`config.mk`:
```
export PLATFORM = sky130hd
export DESIGN_NAME = ikaopll_dac_frame_rx
export DESIGN_NICKNAME = d
export VERILOG_FILES = /design/src/rtl/ikaopll_dac_frame_rx.sv
export SDC_FILE = /design/constraint.sdc
export NUM_CORES = 1
export LEC_CHECK = 0
export CORE_UTILIZATION = 64
export CTS_BUF_LIST = sky130_fd_sc_hd__clkbuf_4
export DETAILED_ROUTE_END_ITERATION = 10
export GPL_TIMING_DRIVEN = 0
export PLACE_DENSITY = 0.87
export SYNTH_ARGS = -nofsm -noshare
export SYNTH_HDL_FRONTEND = slang
export SYNTH_SLANG_ARGS = --single-unit
export TNS_END_PERCENT = 1
```
`constraint.sdc`:
```
create_clock -name i_EMUCLK -period 9 [get_ports i_EMUCLK]
set_clock_uncertainty 0.05 [all_clocks]
set_input_delay 1.8 -clock i_EMUCLK [delete_from_list [all_inputs] [get_ports i_EMUCLK]]
set_output_delay 1.8 -clock i_EMUCLK [all_outputs]
set_load 0.01 [all_outputs]
```
`src/rtl/ikaopll_dac_frame_rx.sv`:
```
// Receive-side frame assembler for the OPLL DAC sample stream.
// Tracks the 18-tick master frame and reports saturated per-frame music/rhythm sums.
module ikaopll_dac_frame_rx #(
  parameter int DATA_WIDTH = 9,
  parameter int SUM_WIDTH  = 13
) (
  input  logic                        i_EMUCLK,
  input  logic                        i_RST_n,
  input  logic                        i_phi1_NCEN_n,
  input  logic                        i_CYCLE_00,
  input  logic                        i_MO_CTRL,
  input  logic                        i_RO_CTRL,
  input  logic signed [DATA_WIDTH-1:0] i_DATA,
  output logic signed [SUM_WIDTH-1:0]  o_MO_SUM,
  output logic signed [SUM_WIDTH-1:0]  o_RO_SUM,
  output logic [4:0]                  o_MO_CNT,
  output logic [4:0]                  o_RO_CNT,
  output logic                        o_SAMPLE_VALID,
  output logic                        o_FRAME_ERR,
  output logic                        o_SAT,
  output logic                        o_LOCKED
);

  typedef enum logic {
    ST_UNLOCKED = 1'b0,
    ST_LOCKED   = 1'b1
  } state_t;

  localparam logic [SUM_WIDTH-1:0] SUM_MAX = {1'b0, {(SUM_WIDTH-1){1'b1}}};
  localparam logic [SUM_WIDTH-1:0] SUM_MIN = {1'b1, {(SUM_WIDTH-1){1'b0}}};
  localparam logic [4:0]           CNT_MAX = 5'd31;
  localparam logic [4:0]           TCNT_LAST = 5'd17;

  state_t r_state;
  state_t w_next_state;

  logic [4:0]           r_tcnt;
  logic [SUM_WIDTH-1:0] r_mo_acc;
  logic [SUM_WIDTH-1:0] r_ro_acc;
  logic [4:0]           r_mo_cnt;
  logic [4:0]           r_ro_cnt;
  logic                 r_sat;

  logic                 w_tick;
  logic                 w_frame_close;
  logic                 w_keep;
  logic                 w_restart;
  logic [SUM_WIDTH-1:0] w_data_ext;
  logic [SUM_WIDTH-1:0] w_mo_base;
  logic [SUM_WIDTH-1:0] w_ro_base;
  logic [4:0]           w_mo_cnt_base;
  logic [4:0]           w_ro_cnt_base;
  logic [SUM_WIDTH-1:0] w_mo_next;
  logic [SUM_WIDTH-1:0] w_ro_next;
  logic [4:0]           w_mo_cnt_next;
  logic [4:0]           w_ro_cnt_next;
  logic                 w_mo_clamp;
  logic                 w_ro_clamp;
  logic                 w_sat_next;
  logic [SUM_WIDTH:0]   w_mo_add;
  logic [SUM_WIDTH:0]   w_ro_add;

  // Returns {clamped, result}; overflow shows as disagreement of the two top bits.
  function automatic logic [SUM_WIDTH:0] satAdd(input logic [SUM_WIDTH-1:0] a,
                                                input logic [SUM_WIDTH-1:0] b);
    logic [SUM_WIDTH:0] wide;
    wide = {a[SUM_WIDTH-1], a} + {b[SUM_WIDTH-1], b};
    if (wide[SUM_WIDTH] != wide[SUM_WIDTH-1]) begin
      return {1'b1, (wide[SUM_WIDTH] ? SUM_MIN : SUM_MAX)};
    end
    return {1'b0, wide[SUM_WIDTH-1:0]};
  endfunction

  function automatic logic [4:0] cntInc(input logic [4:0] c);
    return (c == CNT_MAX) ? c : c + 5'd1;
  endfunction

  assign w_tick     = ~i_phi1_NCEN_n;
  assign w_data_ext = {{(SUM_WIDTH-DATA_WIDTH){i_DATA[DATA_WIDTH-1]}}, i_DATA};

  always_comb begin
    w_next_state  = r_state;
    w_frame_close = 1'b0;
    unique case (r_state)
      ST_UNLOCKED: begin
        if (w_tick && i_CYCLE_00) begin
          w_next_state = ST_LOCKED;
        end
      end
      ST_LOCKED: begin
        if (w_tick) begin
          if (i_CYCLE_00) begin
            w_frame_close = 1'b1;
          end else if (r_tcnt == CNT_MAX) begin
            w_next_state = ST_UNLOCKED;
          end
        end
      end
      default: w_next_state = ST_UNLOCKED;
    endcase
  end

  // A sync tick starts a fresh frame, so its own sample seeds the accumulators.
  always_comb begin
    w_keep        = (w_next_state == ST_LOCKED);
    w_restart     = i_CYCLE_00;
    w_mo_base     = w_restart ? '0 : r_mo_acc;
    w_ro_base     = w_restart ? '0 : r_ro_acc;
    w_mo_cnt_base = w_restart ? 5'd0 : r_mo_cnt;
    w_ro_cnt_base = w_restart ? 5'd0 : r_ro_cnt;
    w_mo_add      = satAdd(w_mo_base, w_data_ext);
    w_ro_add      = satAdd(w_ro_base, w_data_ext);
    w_mo_next     = w_mo_base;
    w_ro_next     = w_ro_base;
    w_mo_cnt_next = w_mo_cnt_base;
    w_ro_cnt_next = w_ro_cnt_base;
    w_mo_clamp    = 1'b0;
    w_ro_clamp    = 1'b0;
    if (i_MO_CTRL) begin
      w_mo_next     = w_mo_add[SUM_WIDTH-1:0];
      w_mo_clamp    = w_mo_add[SUM_WIDTH];
      w_mo_cnt_next = cntInc(w_mo_cnt_base);
    end
    if (i_RO_CTRL) begin
      w_ro_next     = w_ro_add[SUM_WIDTH-1:0];
      w_ro_clamp    = w_ro_add[SUM_WIDTH];
      w_ro_cnt_next = cntInc(w_ro_cnt_base);
    end
    w_sat_next = (w_restart ? 1'b0 : r_sat) | w_mo_clamp | w_ro_clamp;
  end

  always_ff @(posedge i_EMUCLK or negedge i_RST_n) begin
    if (!i_RST_n) begin
      r_state <= ST_UNLOCKED;
    end else begin
      r_state <= w_next_state;
    end
  end

  always_ff @(posedge i_EMUCLK or negedge i_RST_n) begin
    if (!i_RST_n) begin
      r_tcnt   <= 5'd0;
      r_mo_acc <= '0;
      r_ro_acc <= '0;
      r_mo_cnt <= 5'd0;
      r_ro_cnt <= 5'd0;
      r_sat    <= 1'b0;
    end else if (w_tick) begin
      if (w_keep) begin
        r_tcnt   <= i_CYCLE_00 ? 5'd0 : r_tcnt + 5'd1;
        r_mo_acc <= w_mo_next;
        r_ro_acc <= w_ro_next;
        r_mo_cnt <= w_mo_cnt_next;
        r_ro_cnt <= w_ro_cnt_next;
        r_sat    <= w_sat_next;
      end else begin
        r_tcnt   <= 5'd0;
        r_mo_acc <= '0;
        r_ro_acc <= '0;
        r_mo_cnt <= 5'd0;
        r_ro_cnt <= 5'd0;
        r_sat    <= 1'b0;
      end
    end
  end

  // Output registers only move on a frame close; a loss of lock leaves them untouched.
  always_ff @(posedge i_EMUCLK or negedge i_RST_n) begin
    if (!i_RST_n) begin
      o_MO_SUM       <= '0;
      o_RO_SUM       <= '0;
      o_MO_CNT       <= 5'd0;
      o_RO_CNT       <= 5'd0;
      o_SAMPLE_VALID <= 1'b0;
      o_FRAME_ERR    <= 1'b0;
      o_SAT          <= 1'b0;
      o_LOCKED       <= 1'b0;
    end else begin
      o_SAMPLE_VALID <= w_frame_close;
      o_LOCKED       <= (w_next_state == ST_LOCKED);
      if (w_frame_close) begin
        o_MO_SUM    <= r_mo_acc;
        o_RO_SUM    <= r_ro_acc;
        o_MO_CNT    <= r_mo_cnt;
        o_RO_CNT    <= r_ro_cnt;
        o_FRAME_ERR <= (r_tcnt != TCNT_LAST);
        o_SAT       <= r_sat;
      end
    end
  end

endmodule

```
After elaboration in Yosys (flattened, before gate mapping):

Cells that the tools add are included.

* word-level logic and storage cells: 66
* register bits: 82
* input port bits: 15

* mux-type cells: 36
* bitwise gates (word level): 4
* add/sub/neg operators: 5
* equality and inequality tests: 6
* reductions and logical operators: 1

Operator list (number)
* 2-to-1 mux 13 bit: 8
* 2-to-1 mux 14 bit: 4
* 2-to-1 mux 5 bit: 10
* adder 13 x 9 -> 14 bit: 2
* adder 5 x 1 -> 5 bit (second input constant): 3
* equality test 5 bit (second input constant): 3
* 2-to-1 mux 1 bit: 13
* != test 5 bit (second input constant): 1
* != test 1 bit: 2
* inverter 1 bit: 2
* OR 1 bit: 2
* case mux 1 bit (2 select lines): 1
* logical AND 1 bit: 1

Logic depth before layout (Yosys ltp):

* depth after elaboration: 9
* mapped depth: 17
* depth with buffers taken out: 12

Worst setup path before layout:

Ideal clock, no wire load.

* path kind: input port to flip-flop
* start point: input i_CYCLE_00
* end point: register r_ro_acc[2]
* buffers on the path: 5
* stages on the path: 17
* data arrival time: 4.844 ns
* path slack: 3.978 ns
* path through: buf_4 -> buf_6 -> clkbuf_1 -> clkbuf_1 -> nor2b_1 -> ha_1 -> inv_1 -> fa_1 -> nor2b_1 -> o31ai_1 -> a31oi_1 -> and4bb_1 -> a211oi_2 -> o21ai_2 -> buf_2 -> o211ai_1 -> nand3_1

* cells in the longest elaborated chain, start to end: 7

Ends and longest elaborated chain
* start: declaration: line 10 `input logic i_CYCLE_00,`
* 2-to-1 mux 13 bit: line 108 `w_ro_base = w_restart ? '0 : r_ro_acc;`
* adder 13 x 9 -> 14 bit: line 67 `wide = {a[SUM_WIDTH-1], a} + {b[SUM_WIDTH-1], b};`
* 2-to-1 mux 13 bit / != test 1 bit (equally long branches): line 69, 68
* 2-to-1 mux 14 bit / 2-to-1 mux 1 bit (equally long branches): line 68 `if (wide[SUM_WIDTH] != wide[SUM_WIDTH-1]) begin`
* 2-to-1 mux 14 bit: line 71 `return {1'b0, wide[SUM_WIDTH-1:0]};`
* 2-to-1 mux 13 bit: line 124 `if (i_RO_CTRL) begin`
* 2-to-1 mux 13 bit *: line 149 `if (w_keep) begin`
* end signal: assignment: line 152 `r_ro_acc <= w_ro_next;`
* end: declaration: line 39 `logic [SUM_WIDTH-1:0] r_ro_acc;`

Mark *: on every way between the ends. The rest lies on a longest branch, timed or not. The select of a mux whose other input is x is not followed.
A chain may end at the register's enable or synchronous reset.

Worst setup path in the final report:

* start point: input i_CYCLE_00
* end point: register r_ro_acc[9]

Same word-level chain as after synthesis.

==> impl_results.md <==
- Vias after detailed routing: roughly 5200
- Number of levels the H-tree was split into: 3
- Wire per inst: 18.5 um
- Switching power: 513 uW
- Post-DP HPWL: 10.6 mm
- Number of design-rule violations left by the first detailed-router iteration: between 500 and 600
- Die span in x: 95.1 um
- Weighted congestion reported at the end of routability-driven placement: 0.955
- Maximum clock insertion buffer count: 2
- Initial DRT Pass Iterations: 5
- GRT Residual Overflow: 0
- Total clock buffers created by CTS: 9
- Area overhead of the layout relative to synthesis: 15.1%
- Distinct cell type count after synthesis: 76
- Internal Pwr Total: 826 uW
- Wire length of the first global-routing pass: 23.4 mm
- Worst Setup End Kind: flop
- Clock Pin Slew Worst Setup and Hold Paths: 0.15 ns
- Max-capacitance violation count: 0
- Cell Area, Placed: approximately 6200 um2
- Top post-synthesis cells by count: sky130_fd_sc_hd__dfrtp_1 (82), sky130_fd_sc_hd__nand2_1 (62), sky130_fd_sc_hd__a21oi_1 (45)
- Mean cell area of the mapped netlist: 9.14 um2
- Endpoint arrival time on the critical path: 6.71 ns
- Biggest fanout along the worst timing path: 10
- Highest attainable clock frequency: 0.155 GHz
- Diodes inserted: 0
- Headroom to the max-slew limit: 30.3%
- Antenna viol nets, final: 0
- Number of enable-type register cells in the synthesized netlist: 0
- DP Worst Slack: 2.28 ns
- Net switching fraction of the power: 38.3%
- Part of the power in combinational logic: 44.0%
- Setup violations, final: 0
- DRC violations left: 0
- Top area cells in the synthesized netlist: sky130_fd_sc_hd__dfrtp_1 (37%), sky130_fd_sc_hd__mux2_2 (6.7%), sky130_fd_sc_hd__ha_1 (5.0%)
- Ratio of total power to cell area: 210 nW/um2
- Final WL: 14.5 mm
- Unrepaired setup endpoints after global routing: false
- Element type at the critical path start: input pin
- Pin slew with the least headroom to its limit: 1.04 ns
- Detailed-route vias per instance: between 6 and 7
- Outcome: completed
- Count of buffers added by post-CTS timing repair for setup: 0
- Syn nets: roughly 650
- Cell area after synthesis: between 5000 and 6000 um2
- CTS Root Cell: sky130_fd_sc_hd__clkbuf_4
- TritonCTS clock tree: done
- Gr usage total: approximately a third
- Class of the most critical hold timing path: reg2reg
- Final-report max-slew violation count: 0
- Proportion of synthesized flip-flops having asynchronous set or reset: 100%
- Fraction of layout cells with a size suffix above 1: 12.9%
- Hold Violations, Final: 0
- Clock insertion delay at the later pin of the skew report: 0.44 ns
- Sequential share of the synthesized area: around 37%
- Chip height: 95.1 um
- Warning count from the yosys run: 0
- Critical path class: in2reg
- Worst voltage drop across the vdd grid: around 0.10 mV
- Hold-fix buffer count after cts: 0
- Initial Util: 66.9%
- Via count of the first global-routing pass: 4771
- Seq cells post-synth: between 80 and 90
- Largest net degree at the start of global routing: 59
- Final Power: ~1.3 mW
- Leak Pwr: 2.68 nW
- Number of instances in the synthesized netlist: between 600 and 700
- Share of Yosys cell area claimed by the top area cell type: 37.0%
- Portion of total power attributed to the clock network: 17.9%
- IO Port Bufs: 53
- Std-Cell Rows: 33
- Number of resized instances in the post-cts repair step: 0
- Setup_tns: 0 ns
- Library cell with the highest instance count after synthesis: sky130_fd_sc_hd__dfrtp_1
- I/O pin cnt: 55
- Share of total power in sequential cells: a little under two fifths
- Die footprint: 9050 um2
- Core Footprint: 8300 um2
- Portion of the clock cycle consumed by the worst path in the final layout: between 70% and 80%
- Non-Filler Cell Area, Final: 6390 um2
- Synth area leader: sky130_fd_sc_hd__dfrtp_1
- Antenna violations before repair: 0
- Fin worst setup slack: between 2 and 3 ns
- Top flip-flop cell by instance count after synthesis: sky130_fd_sc_hd__dfrtp_1
- Worst EP required: just over 9 ns
- Sink count of the clock tree: 82
- Number of nets in the finished design: 711
- Post-layout minimum cycle time: 6.43 ns
## cells in the final DEF, fill, tap and decap left out, drive strengths merged, types with 13 or more instances in the layout
cell           Yosys  final
a21oi             45     45
buf               14     16
clkbuf            17     26
clkdlybuf4s50      0     52
dfrtp             82     82
ha                22     22
inv               18     22
mux2              33     33
nand2             62     62
nor2              33     33
nor2b             34     34
nor3              18     18
o21ai             46     46
o31ai             15     15
xnor2             13     13
## state kept, by name (all words and copies together), names as in the netlist, 5 cells and up
| register | count |
|---|---|
| o_MO_SUM | 13 |
| r_ro_cnt | 5 |
| r_mo_cnt | 5 |
| o_RO_SUM | 13 |
| r_tcnt | 5 |
| o_MO_CNT | 5 |
| r_mo_acc | 13 |
| r_ro_acc | 13 |
| o_RO_CNT | 5 |
## worst paths after layout
kind | from | endpoint | slack [ns] | cells past startpoint
worst max register to register | r_ro_acc[0] | r_ro_acc[9] | 5.45 | 12
worst max-delay path | i_CYCLE_00 | r_ro_acc[9] | 2.57 | 15
max in group asynchronous | i_RST_n | r_mo_acc[6] | 7.10 | 2
worst min-delay path | o_FRAME_ERR | o_FRAME_ERR | 0.45 | 2
min in group asynchronous | i_RST_n | r_mo_acc[9] | 1.19 | 1
worst min register to register | o_FRAME_ERR | o_FRAME_ERR | 0.45 | 2
## cell families after synthesis
family	count (synthesis)	synth area share, %
AND/OR/NAND/NOR	199	18.6
AO/OA/AOI/OAI	190	23.2
flip-flops	82	37.0
buffers and inverters	51	4.08
multiplexers	37	7.64
adder cells (fa/ha/maj)	27	6.22
XOR/XNOR	21	3.31
## routing by layer
layer / vias up / routed length, um / GRT usage (%)
li1: 2363 / - / -
met1: 2468 / 6010 / 45.8
met2: 286 / 6980 / 55.0
met3: 44 / 1160 / 3.99
met4: 0 / 357 / 14.0
met5: - / 0 / 0
## layout make-up
cell class	instances	area (um2)
flip-flops and latches	82	2050
clock inverters	7	82.6
multi-input cells	474	3270
clock buffers	9	67.6
fillers	580	1910
plain buffers	31	151
repair buffers	54	556
well taps	105	131
inverters	20	75.1
## stage by stage
stage               instances  utilization, %  hold slack [ns]
CTS                       782            77.0            0.453
finish                    782            77.0            0.450
global placement          765            74.9            0.409
global route              782            77.0            0.485
floorplan                 607               -            0.410
detailed placement        766            75.2            0.420
## worst max-delay path, cell delays in order
cell,delay [ns]
sky130_fd_sc_hd__clkdlybuf4s50_1,0.60
sky130_fd_sc_hd__buf_4,0.24
sky130_fd_sc_hd__buf_6,0.17
sky130_fd_sc_hd__clkbuf_1,0.42
sky130_fd_sc_hd__clkbuf_1,0.58
sky130_fd_sc_hd__nor2b_1,0.17
sky130_fd_sc_hd__ha_1,0.37
sky130_fd_sc_hd__nor2b_1,0.16
sky130_fd_sc_hd__o31ai_1,0.37
sky130_fd_sc_hd__a31oi_1,0.25
sky130_fd_sc_hd__and4bb_1,0.26
sky130_fd_sc_hd__a211oi_2,0.58
sky130_fd_sc_hd__nand2_1,0.32
sky130_fd_sc_hd__a21oi_1,0.30
sky130_fd_sc_hd__o21ai_1,0.10
## power groups by stage
| stage | Clock [mW] | Combinational, mW | Sequential, mW |
|---|---|---|---|
| after floorplan | 0 | 0.360 | 0.527 |
| after global placement | 0 | 0.557 | 0.512 |
| after detailed placement | 0 | 0.577 | 0.518 |
| after CTS | 0.239 | 0.581 | 0.510 |
| after global routing | 0.255 | 0.640 | 0.522 |
| final | 0.240 | 0.589 | 0.510 |
Note: power is estimated with default switching activity, not from simulation.
